--- src/rtl/mul_arb_pkg.sv ---
// Shared op codes, FSM states and operand sign rules for the mul_arb slice.
package mul_arb_pkg;

    typedef enum logic [1:0] {
        OP_MUL    = 2'b00,
        OP_MULH   = 2'b01,
        OP_MULHSU = 2'b10,
        OP_MULHU  = 2'b11
    } op_e;

    typedef enum logic [1:0] {
        ST_IDLE = 2'd0,
        ST_BUSY = 2'd1,
        ST_RESP = 2'd2
    } state_e;

    function automatic logic op_a_signed(op_e op);
        return op != OP_MULHU;
    endfunction

    function automatic logic op_b_signed(op_e op);
        return (op == OP_MUL) || (op == OP_MULH);
    endfunction

endpackage

--- src/rtl/mul_sign_fix.sv ---
// Maps signed operands onto an unsigned multiplier: magnitudes out,
// and the raw product back to a sign-corrected, op-selected result.
module mul_sign_fix
    import mul_arb_pkg::*;
#(
    parameter int unsigned XLEN = 32
) (
    input  op_e               op_i,
    input  logic [XLEN-1:0]   a_i,
    input  logic [XLEN-1:0]   b_i,
    input  logic [2*XLEN-1:0] product_i,
    output logic [XLEN-1:0]   mag_a_o,
    output logic [XLEN-1:0]   mag_b_o,
    output logic [XLEN-1:0]   result_o
);

    logic              neg_a;
    logic              neg_b;
    logic              neg;
    logic [2*XLEN-1:0] prod_fix;

    always_comb begin
        neg_a    = op_a_signed(op_i) & a_i[XLEN-1];
        neg_b    = op_b_signed(op_i) & b_i[XLEN-1];
        // Negating the most negative value wraps to itself, which read as
        // unsigned is exactly its magnitude.
        mag_a_o  = neg_a ? -a_i : a_i;
        mag_b_o  = neg_b ? -b_i : b_i;
        neg      = neg_a ^ neg_b;
        prod_fix = neg ? -product_i : product_i;
        result_o = (op_i == OP_MUL) ? prod_fix[XLEN-1:0] : prod_fix[2*XLEN-1:XLEN];
    end

endmodule

--- src/rtl/mul_arb.sv ---
// Two-requester round-robin front end for one shared unsigned multiplier.
// Optional MUL_ARB_ZERO_SKIP_EN: a zero operand bypasses the multiplier.
module mul_arb
    import mul_arb_pkg::*;
#(
    parameter int unsigned XLEN = 32
) (
    input  logic              clk_i,
    input  logic              rst_i,
    input  logic              req0_valid_i,
    output logic              req0_ready_o,
    input  logic [1:0]        req0_op_i,
    input  logic [XLEN-1:0]   req0_a_i,
    input  logic [XLEN-1:0]   req0_b_i,
    input  logic              req1_valid_i,
    output logic              req1_ready_o,
    input  logic [1:0]        req1_op_i,
    input  logic [XLEN-1:0]   req1_a_i,
    input  logic [XLEN-1:0]   req1_b_i,
    output logic              resp0_valid_o,
    output logic [XLEN-1:0]   resp0_data_o,
    output logic              resp1_valid_o,
    output logic [XLEN-1:0]   resp1_data_o,
    output logic              mul_req_o,
    output logic [XLEN-1:0]   mul_a_o,
    output logic [XLEN-1:0]   mul_b_o,
    input  logic              mul_ready_i,
    input  logic [2*XLEN-1:0] mul_result_i
);

    state_e          state_q, state_d;
    logic            last_grant_q, last_grant_d;
    logic            gnt_id_q, gnt_id_d;
    op_e             op_q, op_d;
    logic [XLEN-1:0] a_q, a_d;
    logic [XLEN-1:0] b_q, b_d;
    logic            mul_req_q, mul_req_d;
    logic            resp0_valid_q, resp0_valid_d;
    logic            resp1_valid_q, resp1_valid_d;
    logic [XLEN-1:0] resp0_data_q, resp0_data_d;
    logic [XLEN-1:0] resp1_data_q, resp1_data_d;

    logic            grant_any;
    logic            grant_sel;
    logic [1:0]      sel_op;
    logic [XLEN-1:0] sel_a;
    logic [XLEN-1:0] sel_b;
    logic [XLEN-1:0] mag_a;
    logic [XLEN-1:0] mag_b;
    logic [XLEN-1:0] fix_result;

    always_comb begin
        grant_any = req0_valid_i | req1_valid_i;
        grant_sel = (req0_valid_i & req1_valid_i) ? ~last_grant_q : req1_valid_i;
        sel_op    = grant_sel ? req1_op_i : req0_op_i;
        sel_a     = grant_sel ? req1_a_i  : req0_a_i;
        sel_b     = grant_sel ? req1_b_i  : req0_b_i;
    end

    // A grant made while reset is asserted would be lost, so hide it.
    assign req0_ready_o = (state_q == ST_IDLE) & ~rst_i & grant_any & ~grant_sel;
    assign req1_ready_o = (state_q == ST_IDLE) & ~rst_i & grant_any &  grant_sel;

    mul_sign_fix #(
        .XLEN(XLEN)
    ) u_sign_fix (
        .op_i      (op_q),
        .a_i       (a_q),
        .b_i       (b_q),
        .product_i (mul_result_i),
        .mag_a_o   (mag_a),
        .mag_b_o   (mag_b),
        .result_o  (fix_result)
    );

    always_comb begin
        state_d       = state_q;
        last_grant_d  = last_grant_q;
        gnt_id_d      = gnt_id_q;
        op_d          = op_q;
        a_d           = a_q;
        b_d           = b_q;
        mul_req_d     = 1'b0;
        resp0_valid_d = 1'b0;
        resp1_valid_d = 1'b0;
        resp0_data_d  = resp0_data_q;
        resp1_data_d  = resp1_data_q;
        unique case (state_q)
            ST_IDLE: begin
                if (grant_any) begin
                    last_grant_d = grant_sel;
                    gnt_id_d     = grant_sel;
                    op_d         = op_e'(sel_op);
                    a_d          = sel_a;
                    b_d          = sel_b;
                    state_d      = ST_BUSY;
                    mul_req_d    = 1'b1;
`ifdef MUL_ARB_ZERO_SKIP_EN
                    if ((sel_a == '0) || (sel_b == '0)) begin
                        state_d   = ST_RESP;
                        mul_req_d = 1'b0;
                        if (grant_sel) begin
                            resp1_valid_d = 1'b1;
                            resp1_data_d  = '0;
                        end else begin
                            resp0_valid_d = 1'b1;
                            resp0_data_d  = '0;
                        end
                    end
`endif
                end
            end
            ST_BUSY: begin
                if (mul_ready_i) begin
                    state_d = ST_RESP;
                    if (gnt_id_q) begin
                        resp1_valid_d = 1'b1;
                        resp1_data_d  = fix_result;
                    end else begin
                        resp0_valid_d = 1'b1;
                        resp0_data_d  = fix_result;
                    end
                end else begin
                    mul_req_d = 1'b1;
                end
            end
            ST_RESP: begin
                state_d = ST_IDLE;
            end
            default: begin
                state_d = ST_IDLE;
            end
        endcase
    end

    always_ff @(posedge clk_i) begin
        if (rst_i) begin
            state_q       <= ST_IDLE;
            last_grant_q  <= 1'b1;
            gnt_id_q      <= 1'b0;
            op_q          <= OP_MUL;
            a_q           <= '0;
            b_q           <= '0;
            mul_req_q     <= 1'b0;
            resp0_valid_q <= 1'b0;
            resp1_valid_q <= 1'b0;
            resp0_data_q  <= '0;
            resp1_data_q  <= '0;
        end else begin
            state_q       <= state_d;
            last_grant_q  <= last_grant_d;
            gnt_id_q      <= gnt_id_d;
            op_q          <= op_d;
            a_q           <= a_d;
            b_q           <= b_d;
            mul_req_q     <= mul_req_d;
            resp0_valid_q <= resp0_valid_d;
            resp1_valid_q <= resp1_valid_d;
            resp0_data_q  <= resp0_data_d;
            resp1_data_q  <= resp1_data_d;
        end
    end

    assign mul_req_o     = mul_req_q;
    assign mul_a_o       = mag_a;
    assign mul_b_o       = mag_b;
    assign resp0_valid_o = resp0_valid_q;
    assign resp1_valid_o = resp1_valid_q;
    assign resp0_data_o  = resp0_data_q;
    assign resp1_data_o  = resp1_data_q;

endmodule

--- config.mk ---
export PLATFORM = sky130hd
export DESIGN_NAME = mul_arb
export DESIGN_NICKNAME = d
export VERILOG_FILES = /design/src/rtl/mul_arb_pkg.sv /design/src/rtl/mul_sign_fix.sv /design/src/rtl/mul_arb.sv
export SDC_FILE = /design/constraint.sdc
export NUM_CORES = 1
export LEC_CHECK = 0
export CAP_MARGIN = 30
export CORE_MARGIN = 4
export CORE_UTILIZATION = 45
export DETAILED_ROUTE_END_ITERATION = 10
export GPL_TIMING_DRIVEN = 1
export PLACE_DENSITY = 0.93
export SYNTH_ARGS = -nofsm -noshare
export SYNTH_HDL_FRONTEND = slang
export SYNTH_HIERARCHICAL = 1
export SYNTH_SLANG_ARGS = --single-unit
export TNS_END_PERCENT = 10
--- constraint.sdc ---
create_clock -name clk_i -period 10 [get_ports clk_i]
set_input_delay 3 -clock clk_i [delete_from_list [all_inputs] [get_ports clk_i]]
set_output_delay 3 -clock clk_i [all_outputs]
set_load 0.03 [all_outputs]
**After elaboration in Yosys (flattened, before gate mapping)**

Index checks and enable logic that the tools add are counted.

- Bits in registers: 137
- Bits in latches: 0
- Bits in writable memories: 0
- Memory bits (read-only): 0
- Bits of input ports: 201
- Output and inout port bits: 133
- Word-level logic and storage cells: 58
- Memories: 0

- Add/subtract/negate cells: 3
- $mul: 0
- Div/mod/pow operators: 0
- Order comparisons: 0
- Equality and inequality tests: 5
- Shift-type cells: 0
- Mux-type cells: 16
- Bitwise operators: 15
- Reductions and logical operators: 8

Operator list:

| kind | count |
|---|---|
| 32-bit two-way mux | 5 |
| 64-bit two-way mux | 1 |
| 32-bit negator | 2 |
| 64-bit negator | 1 |
| 1-bit AND | 7 |
| 2-bit two-way mux | 3 |
| 2-bit inequality test, second input constant | 3 |
| 1-bit inverter | 6 |
| 3-bit AND reduction | 2 |
| 1-bit two-way mux | 5 |
| 2-bit by 1-bit equality test with 1-bit output, second input constant | 2 |
| 2-bit logical NOT | 2 |
| 2-bit one-hot mux with 2 select lines | 1 |
| 2-bit AND reduction | 2 |
| 3-bit OR reduction | 1 |
| 1-bit one-hot mux with 2 select lines | 1 |
| 1-bit logical OR | 1 |
| 1-bit OR | 1 |
| 1-bit bitwise XOR | 1 |

**Depth between registers and ports, before layout**

- Depth after elaboration: 6
- Gate-level depth with buffers: 11
- Depth with buffers taken out: 10

**Cells and area by module**

Netlist, hierarchy kept.

By module, submodules not included:

| module | instances | cells an instance | area an instance (µm²) | seq. area each (µm²) |
|---|---|---|---|---|
| mul_arb | 1 | 685 | 5,594.1 | 2,742.6 |
| mul_sign_fix | 1 | 539 | 3,502.1 | 0.0 |

**Least setup slack after synthesis**

OpenSTA, ideal clock, no wires.

- Kind: input to output
- From: input req1_valid_i
- To: output req0_ready_o
- Arrival time: 4.279 ns
- Required time: 7.000 ns
- Path slack: 2.721 ns
- Stages on the path: 5
- Buffers on the path: 2
- Path through: or2_1 > buf_2 > buf_1 > nand2_1 > nor3_1

- Longest elaborated chain between the ends: 4
- Elaborated cells on any way between the ends: 6
- Classes of those cells: 1 x mux; 5 x bitwise

Ends and longest elaborated chain:

| element | RTL line | source |
|---|---|---|
| start: declaration | mul_arb.sv:15 | `input logic req1_valid_i,` |
| 1-bit AND | mul_arb.sv:54 | `grant_sel = (req0_valid_i & req1_valid_i) ? ~last_grant_q : req1_valid_i;` |
| 1-bit two-way mux | mul_arb.sv:54 |  |
| 1-bit inverter | mul_arb.sv:61 | `assign req0_ready_o = (state_q == ST_IDLE) & ~rst_i & grant_any & ~grant_sel;` |
| 1-bit AND (*) | mul_arb.sv:61 |  |
| end: declaration | mul_arb.sv:11 | `output logic req0_ready_o,` |

Every way passes the cells marked *; elsewhere a longest branch is shown, timed or not.

**Final worst setup path**

- From: input req0_valid_i
- To: output req1_ready_o

- Longest elaborated chain between the ends: 3
- Elaborated cells on any way between the ends: 5
- Classes of those cells: 1 x mux; 4 x bitwise

Ends and longest elaborated chain:

| element | RTL line | source |
|---|---|---|
| start: declaration | mul_arb.sv:10 | `input logic req0_valid_i,` |
| 1-bit OR / 1-bit AND (equally long branches) | mul_arb.sv:53, mul_arb.sv:54 |  |
| 1-bit AND / 1-bit two-way mux (equally long branches) | mul_arb.sv:62, mul_arb.sv:54 |  |
| 1-bit AND (*) | mul_arb.sv:62 | `assign req1_ready_o = (state_q == ST_IDLE) & ~rst_i & grant_any & grant_sel;` |
| end: declaration | mul_arb.sv:16 | `output logic req1_ready_o,` |

Marks and branches as above.

==> flow_metrics.tcl <==
set metrics [dict create \
    slew_viol_final 0 \
    pwr-share-comb_pct 40.5 \
    grt_pass1_wl_um 54230 \
    synth.yosys.seq_area_share_pct 30.15 \
    status "completed" \
    vias_per_cell 6.032 \
    max_clock_freq_mhz 129.4 \
    chipHeight_um 150.2 \
    utilization_pct 66.74 \
    worstPathRequired_ns 7.00 \
    reg2reg_slack_ns 6.91 \
    firstDrtPassIters 5 \
    dp_hpwl_um 26830 \
    gp_congestion 0.9463 \
    h-tree-depth 4 \
    setup.worst_path.end "req1_ready_o" \
    synth-seq-cells 137 \
    fin_ws_ns 2.270 \
    startpoint "req0_valid_i" \
    grt_overflow 0 \
    clkTransAtPathRegs_ns 0.07 \
    p_int_mw 1.309 \
    synth.most_common_cell "nand2_1" \
    synth_top_area_share_pct 30.15 \
    synthTopCellsByArea "dfxtp_1, nand2_1, a21oi_1" \
    ios 334 \
    power-per-cell-area_nw_per_um2 164.9 \
    vdd_drop_max_mv 0.1357 \
    syn_inst 1224 \
    post-route-period-util_pct 77.30 \
    post_cts_buffers 0 \
    rsz0062_at_grt "no" \
    initial_core_util_pct 46.28 \
    syn_to_final_growth_pct 44.21 \
    grt_max_degree 81 \
    fp-row-count 51 \
    reg2reg_to "resp0_data_o[12]$_SDFFE_PP0P_" \
    power_mw 2.163 \
    switching_power_mw 0.8539 \
    antenna_found_initial 1 \
    ys_top_cells_by_count "nand2_1, a21oi_1, dfxtp_1" \
    pwr-share-clk_pct 29.7 \
    fin_tns_setup_ns 0 \
    coreArea_um2 19650 \
    arrival_ns 4.73 \
    fin_crit_ns 7.730 \
    cts.sinks 137 \
    cp-start-kind "primary input" \
    grt_util_all_layers_pct 30.43 \
    cts_tree "yes" \
    final_hold_viol_count 0 \
    fp.dieW_um 150.2 \
    port_buffers 333 \
    n_fill_cell 1650 \
    clk_latency_ns 0.43 \
    p_leak_nw 4.562 \
    drc 0 \
    nNetsFinal 1702 \
    cts_hold_buf 0 \
    cts_resized 0 \
    crit_fanout 4 \
    maxSlewHeadroom_pct 41.98 \
    cp-end-kind "output port" \
    postRouteAntennaNets 0 \
    skew_ns 0.01227 \
    cts_buffers 17 \
    holdWs_ns 0.4556 \
    setup_viol 0 \
    tightest_slew_ns 0.8637 \
    cts_max_path_buffers 2 \
    grt_pass1_vias 10170 \
    via_count 10720 \
    worstRegToRegCells 9 \
    yosys_warnings 6 \
    crit_type "primary input to output port" \
    synth-edff-count 0 \
    sw_frac_of_total_pct 39.47 \
    syn_area_per_cell_um2 7.432 \
    p_seq_share_pct 29.8 \
    ys.flop_type "dfxtp_1" \
    layout-drive-gt1-share_pct 6.949 \
    wl_per_cell_um 20.39 \
    finalWirelength_um 36230 \
    place_worst_setup_slack_ns 2.297 \
    drt_iter0_markers 968 \
    async_reset_ff_share_pct 0 \
    syn-num-nets 1428 \
    yosysUniqueCellTypes 71 \
    dieArea_um2 22550 \
    worst_hold_path_type "flip-flop to flip-flop" \
    netlist_area_um2 9096 \
    root_buffer "clkbuf_16" \
    rr_startpoint "op_q[1]$_SDFFE_PP0P_" \
    synth_top_cell_by_area "dfxtp_1" \
    drv_cap 0 \
]
[logic make-up (layout without fill, tap and decap cells)]
kind of cell,after synthesis,after routing,share of synthesized area [%]
flip-flops,137,137,30.15
multiplexers,10,10,1.128
other,0,1,0
XOR/XNOR,95,95,9.147
adder cells (fa/ha/maj),3,3,0.4127
AND/OR/NAND/NOR,531,531,27.43
buffers and inverters,105,392,4.966
AO/OA/AOI/OAI,343,343,26.77
[per-layer routing]
layer  up-vias  global-route usage, %  share of wire (%)
li1       4984                      -                  -
met1      5016                  34.23                 37
met2       605                  53.35                 49
met3       114                  8.278                9.7
met4         0                  14.36                4.6
met5         -                      0                  0
[power groups by stage]
stage	combinational (mW)	clock (mW)	sequential [mW]
5_1_grt	0.925	0.675	0.652
3_5_place_dp	0.857	0	0.656
3_3_place_gp	0.849	0	0.653
4_1_cts	0.866	0.650	0.645
6_report	0.876	0.642	0.646
2_1_floorplan	0.499	0	0.662
[worst min path at each step]
| stage | startpoint | endpoint | cells past startpoint |
|---|---|---|---|
| 2_1_floorplan | last_grant_q$_SDFFE_PP1P_ | last_grant_q$_SDFFE_PP1P_ | 2 |
| 3_3_place_gp | resp0_data_o[20]$_SDFFE_PP0P_ | resp0_data_o[20]$_SDFFE_PP0P_ | 2 |
| 3_5_place_dp | resp0_data_o[20]$_SDFFE_PP0P_ | resp0_data_o[20]$_SDFFE_PP0P_ | 2 |
| 4_1_cts | resp0_data_o[7]$_SDFFE_PP0P_ | resp0_data_o[7]$_SDFFE_PP0P_ | 2 |
| 5_1_grt | resp0_data_o[20]$_SDFFE_PP0P_ | resp0_data_o[20]$_SDFFE_PP0P_ | 2 |
| 6_report | resp1_data_o[16]$_SDFFE_PP0P_ | resp1_data_o[16]$_SDFFE_PP0P_ | 2 |
[placed cells by master (no fill, tap or decap), drive strengths merged, types with 4 or more instances in the layout]
cell type,count
a211oi,6
nor3b,5
o31ai,16
o41ai,11
or2,6
xnor2,44
or3,21
and2,5
nand4b,4
clkbuf,17
nor2b,4
a21oi,164
nor4,34
o32a,4
o21ai,30
inv,21
xor2,51
or4,16
mux2i,8
nand2b,7
buf,17
nand3,12
a311oi,69
nand4,8
o211ai,12
clkdlybuf4s50,332
dfxtp,137
nor3,23
nor2,66
a31oi,6
nand2,304
[layout make-up]
| class | instances | area [µm²] | share of cell area (%) |
|---|---|---|---|
| multi-input combinational | 982 | 5948 | 45.35 |
| timing repair buffer | 349 | 3448 | 26.29 |
| sequential | 137 | 2743 | 20.91 |
| clock buffer | 17 | 425.4 | 3.243 |
| tap | 265 | 331.6 | 2.528 |
| clock inverter | 15 | 177.7 | 1.354 |
| inverter | 11 | 41.29 | 0.3148 |
| antenna | 1 | 2.502 | 0.01908 |
[worst max-delay path, stage by stage]
cell and delay, ns:
clkdlybuf4s50_1 0.57, or2_2 0.16, nand2_1 0.11, nor3_1 0.19
clkdlybuf4s50_1 0.71
[state kept, by name, indices dropped and copies added (netlist names)]
register,cells
resp0_valid_o,1
a_q,32
state_q,2
resp1_data_o,32
gnt_id_q,1
op_q,2
resp0_data_o,32
last_grant_q,1
resp1_valid_o,1
mul_req_o,1
b_q,32
[stage by stage]
| stage | cell area, µm² | std cells |
|---|---|---|
| after floorplan | 9096 | 1224 |
| after global placement | 12510 | 1743 |
| after detailed placement | 12510 | 1744 |
| after CTS | 13120 | 1776 |
| after global routing | 13120 | 1777 |
| final | 13120 | 1777 |
Power figures use the tool's default switching activity.
